===== config.mk =====
export PLATFORM = sky130hd
export DESIGN_NAME = ps2_poly_keytracker
export DESIGN_NICKNAME = d
export VERILOG_FILES = /design/src/rtl/ps2_poly_keytracker.sv
export SDC_FILE = /design/constraint.sdc
export NUM_CORES = 1
export LEC_CHECK = 0
export CORE_MARGIN = 5
export CORE_UTILIZATION = 30
export CTS_BUF_LIST = sky130_fd_sc_hd__clkbuf_2 sky130_fd_sc_hd__clkbuf_4 sky130_fd_sc_hd__clkbuf_8
export CTS_CLUSTER_DIAMETER = 100
export CTS_CLUSTER_SIZE = 20
export DETAILED_ROUTE_END_ITERATION = 10
export PLACE_DENSITY = 0.49
export RECOVER_POWER = 100
export SLEW_MARGIN = 30
export SYNTH_ARGS = -nofsm -noshare
export SYNTH_HDL_FRONTEND = slang
export SYNTH_SLANG_ARGS = --single-unit
export TNS_END_PERCENT = 100

===== constraint.sdc =====
create_clock -name sys_clk -period 2.24 [get_ports sys_clk]
set_input_delay 0.448 -clock sys_clk [delete_from_list [all_inputs] [get_ports sys_clk]]
set_output_delay 0.448 -clock sys_clk [all_outputs]
set_load 0.02 [all_outputs]

===== src/rtl/ps2_poly_keytracker.sv =====
// ps2_poly_keytracker: PS/2 receiver with make/break decoding and an N-slot held-note allocator.
module ps2_poly_keytracker #(
    parameter int NUM_VOICES  = 4,
    parameter int FILTER_LEN  = 8,
    parameter int TIMEOUT_CYC = 50000
) (
    input  logic                    sys_clk,
    input  logic                    reset,
    input  logic                    ps2_clk,
    input  logic                    ps2_dat,
    input  logic                    clear_n,
    output logic [NUM_VOICES-1:0]   key_on,
    output logic [8*NUM_VOICES-1:0] key_code,
    output logic [7:0]              scandata,
    output logic                    frame_valid,
    output logic                    parity_err,
    output logic                    entered,
    output logic [30:0]             keycounter
);
    localparam int FW = $clog2(FILTER_LEN + 1);
    localparam int TW = $clog2(TIMEOUT_CYC + 1);
    typedef enum logic [1:0] {IDLE, DATA, PARITY, STOP} state_t;

    logic [1:0] ck_sync_q, dt_sync_q;
    logic clk_f_q, clk_f_d;
    logic [FW-1:0] flt_q, flt_d;
    state_t state_q, state_d;
    logic [2:0] bit_q, bit_d;
    logic [7:0] shift_q, shift_d, sd_q, sd_d;
    logic par_q, par_d, fv_q, fv_d, pe_q, pe_d;
    logic [TW-1:0] tmo_q, tmo_d;
    logic brk_q, brk_d, ext_q, ext_d, ent_q, ent_d;
    logic [NUM_VOICES-1:0] on_q, on_d;
    logic [NUM_VOICES-1:0][7:0] code_q, code_d;
    logic [30:0] cnt_q, cnt_d;
    logic ck_s, dt_s, fall, held, done, note;

    assign ck_s = ck_sync_q[1];
    assign dt_s = dt_sync_q[1];

    always_comb begin
        flt_d = '0;
        clk_f_d = clk_f_q;
        if (ck_s != clk_f_q) begin
            flt_d = flt_q + 1'b1;
            if (flt_q == FW'(FILTER_LEN - 1)) begin
                flt_d = '0;
                clk_f_d = ck_s;
            end
        end
        fall = clk_f_q & ~clk_f_d;
    end

    always_comb begin
        state_d = state_q;
        bit_d = bit_q;
        shift_d = shift_q;
        par_d = par_q;
        tmo_d = '0;
        sd_d = sd_q;
        fv_d = 1'b0;
        pe_d = 1'b0;
        if (fall) begin
            case (state_q)
                IDLE: begin
                    state_d = dt_s ? IDLE : DATA;
                    bit_d = 3'd0;
                end
                DATA: begin
                    shift_d = {dt_s, shift_q[7:1]};
                    bit_d = bit_q + 3'd1;
                    state_d = (bit_q == 3'd7) ? PARITY : DATA;
                end
                PARITY: begin
                    par_d = dt_s;
                    state_d = STOP;
                end
                default: begin
                    fv_d = dt_s & (^{shift_q, par_q});
                    pe_d = ~fv_d;
                    sd_d = fv_d ? shift_q : sd_q;
                    state_d = IDLE;
                end
            endcase
        end else if (state_q != IDLE) begin
            tmo_d = tmo_q + 1'b1;
            state_d = (tmo_q == TW'(TIMEOUT_CYC - 1)) ? IDLE : state_q;
        end
    end

    assign note = sd_q inside {8'h1A, 8'h1B, 8'h22, 8'h23, 8'h21, 8'h2A, 8'h34, 8'h32,
                               8'h33, 8'h31, 8'h3B, 8'h3A, 8'h41, 8'h5A, 8'h29, 8'h16,
                               8'h1E, 8'h26, 8'h25, 8'h2E, 8'h36, 8'h3D, 8'h3E};

    always_comb begin
        brk_d = brk_q;
        ext_d = ext_q;
        ent_d = ent_q;
        on_d = on_q;
        code_d = code_q;
        cnt_d = cnt_q;
        held = 1'b0;
        done = 1'b0;
        for (int i = 0; i < NUM_VOICES; i++) held |= on_q[i] && code_q[i] == sd_q;
        if (fv_q) begin
            if (sd_q == 8'hF0) brk_d = 1'b1;
            else if (sd_q == 8'hE0) ext_d = 1'b1;
            else begin
                brk_d = 1'b0;
                ext_d = 1'b0;
                ent_d = sd_q != 8'h5A;
                if (!ext_q && brk_q) begin
                    for (int i = 0; i < NUM_VOICES; i++) begin
                        if (!done && on_q[i] && code_q[i] == sd_q) begin
                            done = 1'b1;
                            on_d[i] = 1'b0;
                            code_d[i] = 8'hF0;
                            cnt_d = cnt_q + 31'd1;
                        end
                    end
                end else if (!ext_q && !held && note) begin
                    for (int i = 0; i < NUM_VOICES; i++) begin
                        if (!done && !on_q[i]) begin
                            done = 1'b1;
                            on_d[i] = 1'b1;
                            code_d[i] = sd_q;
                        end
                    end
                end
            end
        end
        if (!clear_n) begin
            on_d = '0;
            code_d = {NUM_VOICES{8'hF0}};
            brk_d = 1'b0;
            ext_d = 1'b0;
        end
    end

    always_ff @(posedge sys_clk or negedge reset) begin
        if (!reset) begin
            ck_sync_q <= 2'b11;
            dt_sync_q <= 2'b11;
            clk_f_q <= 1'b1;
            flt_q <= '0;
            state_q <= IDLE;
            bit_q <= 3'd0;
            shift_q <= 8'h00;
            par_q <= 1'b0;
            tmo_q <= '0;
            sd_q <= 8'h00;
            fv_q <= 1'b0;
            pe_q <= 1'b0;
            brk_q <= 1'b0;
            ext_q <= 1'b0;
            ent_q <= 1'b1;
            on_q <= '0;
            code_q <= {NUM_VOICES{8'hF0}};
            cnt_q <= '0;
        end else begin
            ck_sync_q <= {ck_sync_q[0], ps2_clk};
            dt_sync_q <= {dt_sync_q[0], ps2_dat};
            clk_f_q <= clk_f_d;
            flt_q <= flt_d;
            state_q <= state_d;
            bit_q <= bit_d;
            shift_q <= shift_d;
            par_q <= par_d;
            tmo_q <= tmo_d;
            sd_q <= sd_d;
            fv_q <= fv_d;
            pe_q <= pe_d;
            brk_q <= brk_d;
            ext_q <= ext_d;
            ent_q <= ent_d;
            on_q <= on_d;
            code_q <= code_d;
            cnt_q <= cnt_d;
        end
    end

    assign key_on = on_q;
    assign key_code = code_q;
    assign scandata = sd_q;
    assign frame_valid = fv_q;
    assign parity_err = pe_q;
    assign entered = ent_q;
    assign keycounter = cnt_q;
endmodule


# Word level (Yosys, flattened, before mapping)
# Cells that the tools add are included.
classes:
  eq_ne: 49
  mux: 89
  n_bitwise: 10
  n_reduce_logical: 50
  add_sub_neg: 4
ops:
  columns: ["operator", "count"]
  rows:
  - ["32-bit 2-to-1 mux", 6]
  - ["8-bit by 6-bit equality test with 1-bit output (second input constant)", 17]
  - ["31-bit 2-to-1 mux", 4]
  - ["8-bit 2-to-1 mux", 8]
  - ["1-bit 2-to-1 mux", 55]
  - ["8-bit by 5-bit equality test with 1-bit output (second input constant)", 4]
  - ["8-bit equality test", 4]
  - ["16-bit 2-to-1 mux", 2]
  - ["4-bit 2-to-1 mux", 8]
  - ["31-bit by 1-bit adder with 31-bit output (second input constant)", 1]
  - ["6-bit AND reduction", 4]
  - ["23-bit nonzero test", 1]
  - ["16-bit by 1-bit adder with 16-bit output (second input constant)", 1]
  - ["16-bit equality test (second input constant)", 1]
  - ["8-bit by 7-bit equality test with 1-bit output (second input constant)", 2]
  - ["8-bit equality test (second input constant)", 2]
  - ["1-bit logical AND", 16]
  - ["3-bit by 1-bit inequality test with 1-bit output (second input constant)", 4]
  - ["3-bit by 2-bit inequality test with 1-bit output (second input constant)", 4]
  - ["2-bit AND reduction", 6]
  - ["1-bit zero test", 11]
  - ["5-bit AND reduction", 2]
  - ["9-bit XOR reduction", 1]
  - ["2-bit 2-to-1 mux", 4]
  - ["other kinds (21)", 34]
word_totals:
  in_bits: 5
  ff_bits: 119
  output_inout_bits: 78
  wordCells: 226

# Longest topological paths before layout
logic_depth:
  ltp_word: 38
  mapped_depth: 11
  ltp_nobuf: 7

# Worst setup path before layout
# Ideal clock, no wire load.
synth_timing:
  path_kind: "register -> register"
  from: "register sd_q[7], in the netlist scandata[7]"
  to: "register cnt_q[29], in the netlist keycounter[29]"
  synth_period_minus_slack_ns: 2.471
  n_path_buf: 3
  t_required_ns: 2.160
  path_stages_with_launch: 11
  t_arrival_ns: 2.391
  setup_ns: 0.080
  slack_ns: -0.231
  cell_sequence: "dfrtp_1 > buf_6 > xnor2_2 > nand3_2 > nor4_4 > nor4_2 > or4b_1 > buf_2 > buf_6 > nor3_4 > xor2_1"
synth_via:
  elab_chain_cells: 28
  elab_cells_between_ends: 38
  classes_between: "6 x eq/ne; 18 x mux; 2 x bitwise; 12 x reduce/logical"
synth_lines:
  columns: ["item", "line_no", "rtl"]
  rows:
  - ["start, declared", "29", "logic [7:0] shift_q, shift_d, sd_q, sd_d;"]
  - ["start signal, assigned", "151", "sd_q <= 8'h00;"]
  - ["start signal, assigned", "170", "sd_q <= sd_d;"]
  - ["8-bit equality test", "114", "if (!done && on_q[i] && code_q[i] == sd_q) begin"]
  - ["1-bit logical AND", "114", null]
  - ["1-bit 2-to-1 mux", "114", null]
  - ["1-bit 2-to-1 mux", "112", "if (!ext_q && brk_q) begin"]
  - ["1-bit 2-to-1 mux", "107", "else if (sd_q == 8'hE0) ext_d = 1'b1;"]
  - ["1-bit 2-to-1 mux", "106", "if (sd_q == 8'hF0) brk_d = 1'b1;"]
  - ["1-bit 2-to-1 mux", "105", "if (fv_q) begin"]
  - ["1-bit zero test", "114", null]
  - ["(+11 left out)", null, null]
  - ["1-bit 2-to-1 mux", "112", null]
  - ["1-bit 2-to-1 mux", "107", null]
  - ["1-bit 2-to-1 mux", "106", null]
  - ["1-bit 2-to-1 mux", "105", null]
  - ["1-bit zero test", "114", null]
  - ["1-bit logical AND (2 in series)", "114", null]
  - ["4-bit nonzero test (no source line)", null, null]
  - ["5-bit AND reduction (no source line)", null, null]
  - ["end signal, assigned", "178", "cnt_q <= cnt_d;"]
  - ["end, declared", "35", "logic [30:0] cnt_q, cnt_d;"]
# Parallel ways exist; a longest one is shown, timed or not. The select of a mux whose other input is x is not followed.
# A chain may end at the register's enable or synchronous reset.

# Worst setup path in the final report
layout_timing:
  from: "register sd_q[2], in the netlist scandata[2]"
  to: "register code_q, in the netlist key_code[18]"
layout_via:
  elab_chain_cells: 20
  elab_cells_between_ends: 68
  classes_between: "33 x eq/ne; 17 x mux; 3 x bitwise; 15 x reduce/logical"
layout_lines:
  columns: ["item", "line_no", "rtl"]
  rows:
  - ["8-bit equality test", "104, 114", null]
  - ["1-bit logical AND", "104, 114", null]
  - ["1-bit 2-to-1 mux", "114", null]
  - ["1-bit 2-to-1 mux", "112", null]
  - ["1-bit 2-to-1 mux", "107", null]
  - ["1-bit 2-to-1 mux", "106", null]
  - ["1-bit 2-to-1 mux", "105", null]
  - ["1-bit zero test", "114", null]
  - ["(+3 left out)", null, null]
  - ["1-bit 2-to-1 mux", "112", null]
  - ["1-bit 2-to-1 mux", "107", null]
  - ["1-bit 2-to-1 mux", "106", null]
  - ["1-bit 2-to-1 mux", "105", null]
  - ["1-bit zero test", "114", null]
  - ["1-bit logical AND (2 in series)", "114", null]
  - ["3-bit by 2-bit inequality test with 1-bit output (no source line)", null, null]
  - ["6-bit AND reduction (no source line)", null, null]
  - ["end signal, assigned", "158", "code_q <= {NUM_VOICES{8'hF0}};"]
  - ["end signal, assigned", "177", "code_q <= code_d;"]
  - ["end, declared", "34", "logic [NUM_VOICES-1:0][7:0] code_q, code_d;"]
# Parallel ways exist; a longest one is shown, timed or not. The select of a mux whose other input is x is not followed.

==> flow_metrics.tcl <==
set metrics [dict create \
    tns_ns -11.25 \
    place_hpwl_mm 11.7 \
    totalWireLength_mm 16.5 \
    hold_ws_ns 0.359 \
    fin_util 0.468 \
    p_per_area_nw_per_um2 503 \
    leakagePower_nw 4.40 \
    synth-seq-area-share 0.506 \
    clk_latency_ns 0.44 \
    cts_tree "built" \
    crit_required_ns 2.57 \
    cap_violations 0 \
    firstDrtPassIters 4 \
    track_usage 0.150 \
    fp.dieH_microns 151 \
    cts_root_buffer "clkbuf_8" \
    synthTopCellsByArea "dfrtp_1 41%, dfstp_2 9.7%, xnor2_1 8.0%, xor2_1 4.6%, mux2_2 3.6%" \
    period_needed_ns 2.55 \
    dp_cells 968 \
    finalNetCount 763 \
    clk_pin_slew_ns 0.07 \
    io_buffers 82 \
    initial_core_util 0.305 \
    synth_nets 553 \
    grt_max_degree 64 \
    numCtsBuffers 17 \
    ant_nets 0 \
    cp_max_fo 7 \
    cp-start-kind "register" \
    design.portCount 83 \
    synth_top_area_frac 0.409 \
    synthArstFlopShare 1.00 \
    synthToLayoutAreaGrowth_pct 53.4 \
    antenna_found_initial 0 \
    synth-main-ff-cell "dfrtp_1" \
    synth_cell_types 67 \
    violations "setup timing" \
    ir_drop_mv 0.357 \
    die_area_sq_um 22700 \
    clock_sinks 119 \
    min_path_type "reg -> reg" \
    num_antenna_cells 0 \
    rsz0062_at_grt "true" \
    syn_area_sq_um 5940 \
    min_period_over_period 1.14 \
    critical_path_class "reg -> reg" \
    yosys_warnings 0 \
    dr.first_iter.drc_count 215 \
    drv_slew 0 \
    core_sq_um 19500 \
    htreeDepth 4 \
    place.gp.congestion 0.873 \
    avgSynthCellArea_sq_um 10.9 \
    drc 0 \
    outcome "complete, but fails checks" \
    skew_ns 0.0137 \
    num_vias 4890 \
    final_cells 1031 \
    synth_edf_count 0 \
    vias_per_cell 4.74 \
    crit_arrival_ns 2.87 \
    die_x_microns 151 \
    end_kind "register" \
    hold_viol 0 \
    worst_slack_ns -0.306 \
    drive_gt1_frac 0.394 \
    grt_pass1_vias 5190 \
    setup_viol 62 \
    ys_ff_latch 119 \
    wl_per_cell_microns 16.0 \
    grt_first_pass_wirelength_mm 26.8 \
    netlist_instances 543 \
    fin_total_pwr_mw 4.58 \
    rows 51 \
    clk_path_buf_depth 2 \
    gr-total-overflow 0 \
    max_freq_mhz 393 \
    slew_headroom 0.0953 \
    synth_top_area_cell "dfrtp_1" \
    worst-slew-pin-transition_ns 1.36 \
]
-- cell usage after synthesis (all sizes together) (3+ instances only) --
cell / count
nand3: 27
nand3b: 4
ha: 5
and2: 4
a22o: 13
o2bb2ai: 4
o31a: 3
nor4: 7
nor2b: 3
nand4: 8
buf: 14
nor4b: 4
clkbuf: 10
mux2: 19
o21ai: 11
xnor2: 55
nor2: 50
inv: 24
xor2: 31
nand2: 35
dfstp: 22
nor3: 23
a21oi: 6
a31oi: 5
or4b: 4
a22oi: 3
a2bb2oi: 6
and3: 7
nand2b: 5
dfrtp: 97
o22a: 4
-- cell usage in the layout, fill, tap and decap left out, types with 13 or more instances in the layout --
cell type and n:
buf_4 96, dfrtp_1 88, dlygate4sd3_1 46, xnor2_1 40, nor2_1 38, nand2_1 35
xor2_1 31, clkdlybuf4s50_1 29, nand3_1 24, inv_1 24, buf_6 22, dfstp_2 21
mux2_2 19, clkbuf_8 19, xnor2_2 15, a22o_1 13
-- critical path: stages (launching register included) --
cell,delay [ns]
dfrtp_2,0.48
or4b_4,0.54
buf_6,0.13
o31ai_4,0.33
or2_4,0.18
nand3b_1,0.21
buf_6,0.17
nor4b_4,0.04
buf_4,0.16
a22o_1,0.19
-- worst paths after layout --
kind / start / endpoint / slack, ns / cells after the start
setup reg to reg: scandata[2] / key_code[18] / -0.31 / 9
setup / recovery: scandata[2] / key_code[18] / -0.31 / 9
hold / removal: dt_sync_q[0] / dt_sync_q[1] / 0.36 / 0
max in group asynchronous: reset / keycounter[20] / 0.31 / 3
min in group asynchronous: reset / shift_q[2] / 0.37 / 2
hold reg to reg: dt_sync_q[0] / dt_sync_q[1] / 0.36 / 0
-- power by group --
group	switching, mW	internal, mW
Combinational	0.0957	0.0626
Clock	0.924	1.28
Sequential	0.0279	2.19
-- flip-flops by register name (all words and copies together) (netlist names), 2 cells and up --
name	count
ck_sync_q	2
bit_q	3
key_on	4
dt_sync_q	2
key_code	32
state_q	2
scandata	8
shift_q	8
flt_q	4
tmo_q	16
keycounter	31
-- timing repair --
action,4_1_cts,5_1_grt
hold endpoints to repair,2,0
gates resized for setup,84,46
gates cloned,1,1
setup endpoints to repair,72,86
setup buffers,19,17
hold buffers,1,0
pin swaps,25,21
-- stage by stage --
step	worst slack [ns]	area (sq um)
final	-0.306	9110
after global routing	-0.353	9110
after CTS	-0.204	8850
after global placement	-0.373	7840
after floorplan	-0.183	6030
after detailed placement	-0.337	7840
-- final cells by class --
cell class / count / area (sq um)
clock buffer: 20 / 269
clock inverter: 12 / 175
sequential: 119 / 3020
inverter: 24 / 90.1
fill: 1758 / 10400
tap: 265 / 332
timing repair buffer: 215 / 1990
multi-input combinational: 376 / 3240
-- per-layer routing --
| metal | vias up | track usage | part of all wire |
|---|---|---|---|
| met1 | 2447 | 0.194 | 0.45 |
| met2 | 93 | 0.248 | 0.49 |
| met5 | - | 0 | 0 |
| met3 | 29 | 0.0355 | 0.040 |
| met4 | 0 | 0.0512 | 0.020 |
| li1 | 2321 | - | - |
-- cell families after synthesis --
logic type | count (synthesis) | share of synthesized area
AO/OA/AOI/OAI | 69 | 0.0894
AND/OR/NAND/NOR | 196 | 0.189
XOR/XNOR | 86 | 0.128
multiplexers | 20 | 0.0377
adder cells (fa/ha/maj) | 5 | 0.0105
buffers and inverters | 48 | 0.0386
flip-flops | 119 | 0.506
Note: power is estimated with default switching activity, not from simulation.
